[src/rtl/sap1_controller.sv]
// SAP-1 control sequencer: one-hot T1..T6 ring plus opcode decode into the
// datapath strobes. Strobes settle after the rising edge; datapath samples on the falling edge.
module sap1_controller #(
  parameter int                 OPC_W  = 4,
  parameter logic [OPC_W-1:0]   OP_LDA = 4'b0000,
  parameter logic [OPC_W-1:0]   OP_ADD = 4'b0001,
  parameter logic [OPC_W-1:0]   OP_SUB = 4'b0010,
  parameter logic [OPC_W-1:0]   OP_OUT = 4'b1110,
  parameter logic [OPC_W-1:0]   OP_HLT = 4'b1111
) (
  input  logic             CLK,
  input  logic             CLR,
  input  logic             step_en,
  input  logic [OPC_W-1:0] opcode,
  output logic [5:0]       t_state,
  output logic             Cp,
  output logic             Ep,
  output logic             Lm,
  output logic             CE,
  output logic             Li,
  output logic             Ei,
  output logic             La,
  output logic             Ea,
  output logic             Su,
  output logic             Eu,
  output logic             Lb,
  output logic             Lo,
  output logic             halted,
  output logic             instr_done
);

  localparam logic [5:0] T1 = 6'b000001;
  localparam logic [5:0] T2 = 6'b000010;
  localparam logic [5:0] T3 = 6'b000100;
  localparam logic [5:0] T4 = 6'b001000;
  localparam logic [5:0] T5 = 6'b010000;
  localparam logic [5:0] T6 = 6'b100000;

  logic [5:0] state, state_nxt;
  logic       halted_nxt;
  logic       done_q, done_nxt;
  logic       run;

  always_ff @(posedge CLK) begin
    if (CLR) begin
      state  <= T1;
      halted <= 1'b0;
      done_q <= 1'b0;
    end else begin
      state  <= state_nxt;
      halted <= halted_nxt;
      done_q <= done_nxt;
    end
  end

  // HLT parks the ring at T4 instead of advancing; only CLR leaves that state.
  always_comb begin
    state_nxt  = state;
    halted_nxt = halted;
    done_nxt   = 1'b0;
    if (step_en && !halted) begin
      if (state == T4 && opcode == OP_HLT) begin
        halted_nxt = 1'b1;
      end else begin
        state_nxt = {state[4:0], state[5]};
        done_nxt  = state[5];
      end
    end
  end

  assign run        = step_en && !halted && !CLR;
  assign t_state    = state;
  assign instr_done = done_q && step_en;

  // Opcode is only consulted in T4..T6, so IR changes during fetch are invisible.
  always_comb begin
    Cp = 1'b0; Ep = 1'b0; Lm = 1'b0; CE = 1'b0; Li = 1'b0; Ei = 1'b0;
    La = 1'b0; Ea = 1'b0; Su = 1'b0; Eu = 1'b0; Lb = 1'b0; Lo = 1'b0;
    if (run) begin
      case (state)
        T1: begin Ep = 1'b1; Lm = 1'b1; end
        T2: Cp = 1'b1;
        T3: begin CE = 1'b1; Li = 1'b1; end
        T4: begin
          if (opcode == OP_LDA || opcode == OP_ADD || opcode == OP_SUB) begin
            Ei = 1'b1; Lm = 1'b1;
          end else if (opcode == OP_OUT) begin
            Ea = 1'b1; Lo = 1'b1;
          end
        end
        T5: begin
          if (opcode == OP_LDA) begin
            CE = 1'b1; La = 1'b1;
          end else if (opcode == OP_ADD || opcode == OP_SUB) begin
            CE = 1'b1; Lb = 1'b1;
          end
        end
        T6: begin
          if (opcode == OP_ADD || opcode == OP_SUB) begin
            Eu = 1'b1; La = 1'b1; Su = (opcode == OP_SUB);
          end
        end
        default: ;
      endcase
    end
  end

endmodule

[config.mk]
export PLATFORM = sky130hd
export DESIGN_NAME = sap1_controller
export DESIGN_NICKNAME = d
export VERILOG_FILES = /design/src/rtl/sap1_controller.sv
export SDC_FILE = /design/constraint.sdc
export NUM_CORES = 1
export LEC_CHECK = 0
export ABC_AREA = 1
export BUFFER_PORTS_ARGS = -buffer_cell sky130_fd_sc_hd__buf_2
export CAP_MARGIN = 5
export CORE_AREA = 5 5 42 44
export CTS_BUF_LIST = sky130_fd_sc_hd__clkbuf_8
export DETAILED_ROUTE_END_ITERATION = 7
export DIE_AREA = 0 0 47 49
export GPL_TIMING_DRIVEN = 0
export MAX_ROUTING_LAYER = met4
export PLACE_DENSITY = 0.73
export SYNTH_ARGS = -nofsm -noshare
export SYNTH_HDL_FRONTEND = slang
export SYNTH_SLANG_ARGS = --single-unit
[constraint.sdc]
create_clock -name CLK -period 1.9 [get_ports CLK]
set_input_delay 0.19 -clock CLK [delete_from_list [all_inputs] [get_ports CLK]]
set_output_delay 0.19 -clock CLK [all_outputs]
set_load 0.005 [all_outputs]
Word level (Yosys, flattened, before mapping)
Index checks and enable logic that the tools add are counted.
Widths: inputs -> output; s select.
- flip-flop bits (word level): 8
- bits in latches: 0
- bits in writable memories: 0
- memory bits (read-only): 0
- bits of input ports: 7
- output and inout port bits: 20
- memories: 0
- add/sub/neg operators: 0
- multipliers: 0
- divide/modulo/power cells: 0
- order comparisons: 0
- equality and inequality tests: 10
- shifts and indexed selects: 0
- multiplexer cells: 30
- bitwise gates (word level): 2
- reductions and logical operators: 13
- operators with widths (kind ; count):
    $mux 1 ; 27
    $eq 4x4->1 const B ; 2
    $eq 6x1->1 const B ; 1
    $eq 6x2->1 const B ; 1
    $eq 6x3->1 const B ; 1
    $eq 6x4->1 const B ; 1
    $eq 6x5->1 const B ; 1
    $eq 6x6->1 const B ; 1
    $pmux 1 s2 ; 3
    $eq 4x1->1 const B ; 1
    $eq 4x2->1 const B ; 1
    $logic_and 1x1->1 ; 4
    $logic_not 4->1 ; 1
    $reduce_and 2->1 ; 2
    $logic_or 1x1->1 ; 3
    $reduce_or 3->1 ; 1
    $logic_not 1->1 ; 2
    $not 1->1 ; 2

Longest topological paths before layout
- depth after elaboration: 6
- depth in mapped cells: 7

Least setup slack after synthesis
OpenSTA, ideal clock, no wires.
- path type: reg-to-output
- from: register state[3], in the netlist t_state[3]
- to: output Lo
- arrival time: 1.095 ns
- data required time: 1.710 ns
- slack: 0.615 ns
- cell stages (with the launch flop): 6
- cell sequence: dfxtp_1 > nand2_1 > nor2_4 > nand2_1 > nor3_1 > buf_4
- cells in the longest elaborated chain, start to end: 3
- ends and longest elaborated chain (what ; RTL line ; text):
    from (decl) ; 39 ; logic [5:0] state, state_nxt;
    from (signal assigned) ; 50 ; state <= state_nxt;
    $eq 6x4->1 ; - ;
    $mux 1 (2 in a row) ; - ;
    to (decl) ; 27 ; output logic Lo,
No other way between the ends.

Final worst setup path
- from: register state[3], in the netlist t_state[3]
- to: output Lo
- cells in the longest elaborated chain, start to end: 3
- ends and longest elaborated chain (what ; RTL line ; text):
    $eq 6x4->1 ; 80 ; case (state)
    $mux 1 ; 80 ;
    $mux 1 ; 79 ; if (run) begin
No other way between the ends.

==> impl_results.md <==
* Outcome: finished clean
* Largest area contributor in the netlist: dfxtp_1
* I/O Buffers at 26
* Hold EP: done_q
* Hold Crit Class: in -> reg
* IO Count at 27
* Hold Crit Depth at 2
* Fill count at between 100 and 150
* Initial core utilization at 0.420
* Longest Clk Path Bufs at 2
* Area taken by multi-input logic gates at ~360 sq um
* Post-Layout Cell Count at between 100 and 150
* FP Rows at 14
* FF-to-FF setup slack at approximately 0.8 ns
* Netlist cell types at 18
* Die Ht at approximately 49 microns
* Crit start category: flop
* Share of layout cells above drive strength 1 at 0.397
* Vias at 668
* Final period util at 0.853
* Commonest non-fill, non-tap cell in the layout: buf_2
* Worst Setup End Kind: output port
* Die X at between 40 and 50 microns
* Clock latency on the worst-skew pair at approximately 0.23 ns
* Slowest CP cell: dfxtp_1
* Slowest cell delay on critical path at between 0.3 and 0.4 ns
* Total track usage at 0.138
* Clk root buf: clkbuf_8
* Reg-to-Reg End: t_state[0]
* Crit Path Category: reg -> out
* DRT Pass-1 Iters at 4
* Yosys warning total at 0
* Final instance area at 779 sq um
* RSZ-0062 raised after global routing: false
* Setup TNS at 0 ns
* TritonCTS buffer count at 3
* Setup crit start: t_state[3]
* GP Congestion at between 0.7 and 0.8
* Worst Path Arrival at around 1.4 ns
* Hold Slack at around 0.2 ns
* Worst Skew at ~0.0043 ns
* Final #Nets at 130
* First-pass GRT wire length at approximately 2300 microns
* Clock slew at reported path FFs at approximately 0.04 ns
* R2r startpoint: t_state[3]
* Max Slew Vio Count at 0
* Largest net degree at the start of global routing at 11
* Post-DRT Antenna Nets at 0
* Sequential cell area fraction in the yosys report at 0.272
* Relative slew margins at 0.811
* Hold path startpoint: CLR
* WL per Instance at 10.4 microns
* PwrDens at 621 nW/um^2
* HPWL Detailed at around 1200 microns
* Dpl cells at about 130
* Vias per inst at between 4 and 5
* Min Tclk post-route at around 1.6 ns
* CTS sink count at 8
* Worst-Margin Slew at around 0.28 ns
* # resized after CTS at 0
* Leading cell types in the layout, fill and taps excluded: buf_2 (26), nor2_1 (17), nand2_1 (15), nand3_1 (13), dfxtp_1 (8)
* Register area at about 160 sq um
* Setup Fix Bufs, Post-CTS at 0
* Core Area at about 1400 sq um
* Dpl cell area at between 700 and 800 sq um
* Syn Area/Cell at 6.39 sq um
* Post-synthesis cell count at 92
* Critical Path, Cell by Cell: nand2_1, nor2_4, nand2_1, nor3_1, buf_4, buf_2
* Worst EP required at between 1.5 and 2 ns
* Overflow after GRT at 0
* Hold_buf cts at 0
* Peak VDD IR at about 0.42 mV
* Mapped cell area at about 600 sq um
* Final hold viol count at 0
* Top cell by count, worst path: nand2_1
* CTS tree: built
* Post-synth top area share at 0.272
* Final setup viols at 0
* Detailed Route WL at about 1400 microns
* Mapped Nets at 99
* Fmax at 617 MHz
* DRC viols at 0
* DR iter-0 viols at 16
* H-Tree Depth at 1
* Register bit total from synthesis at 8
* Leakage power at just under 0.0004 uW
* Initial antenna violation count at 0
* Max_cap viols at 0
* Number of diodes at 0
* Worst R2R Path Depth at 5
* Vias in the first global route at roughly 580
* Synth top area cells: dfxtp_1 (27%), nand3_1 (11%), nor2_1 (11%)
* Area delta synth->final at 32.6%
* Die ar. at 2300 sq um
* Worst-path fanout max at 5
==> per-layer routing <==
layer,global-route usage,vias up,share of wire
met5,-,-,0
met3,0.0369,4,0.12
li1,-,353,-
met2,0.188,26,0.43
met4,0.0829,0,0.027
met1,0.177,285,0.43
==> worst max-delay path by stage <==
stage | slack, ns | end | depth (start not counted)
after floorplan | 0.62 | Lo | 5
after global placement | 0.55 | Lo | 6
after detailed placement | 0.50 | Lo | 6
after CTS | 0.26 | Lo | 6
after global routing | 0.15 | Lo | 7
final | 0.28 | Lo | 6
==> state kept, by name, summed over array words and instances, names as in the netlist <==
name	cells
done_q	1
t_state	6
halted	1
==> stage by stage <==
step	total power (uW)	setup slack [ns]	utilization
floorplan	256	0.615	-
global placement	286	0.548	0.527
detailed placement	288	0.495	0.527
CTS	489	0.257	0.556
global route	509	0.149	0.556
finish	484	0.280	0.556
==> where the power goes <==
group	switching (uW)	total, uW	internal [uW]	leakage (uW)
logic	58.5	95.2	36.6	0.000307
registers	10.9	189	178	0.0000658
clock network	62.9	200	137	0.0000216
==> Yosys cell counts <==
library cell  instances
nor2_1               17
nand2_1              15
nand3_1              13
dfxtp_1               8
inv_1                 7
inv_2                 6
a21oi_1               5
nor2_4                4
nand2_2               3
buf_4                 2
nand4_1               2
nor2_2                2
nor3_1                2
o22ai_1               2
mux2i_1               1
nand3_4               1
nor3_2                1
o21ai_1               1
==> critical path: cells and delay by family (launching register included) <==
kind	cells	cell delay [ns]
buffers and inverters	2	0.25
DFF	1	0.38
and+or+nand+nor	4	0.59
==> logic make-up (layout without fill, tap and decap cells) <==
kind of cell	after synthesis	in the layout	share of synthesized area
simple gates	60	60	0.530
buf+inv	15	44	0.109
compound gates	8	8	0.0723
flops	8	8	0.272
mux	1	1	0.0170
==> cell type report <==
type	count	area share
plain buffers	2	0.0193
clock buffers	3	0.0530
inverters	13	0.0626
multi-input cells	69	0.467
flip-flops and latches	8	0.205
well taps	16	0.0257
repair buffers	26	0.167
Note: power is estimated with default switching activity, not from simulation.
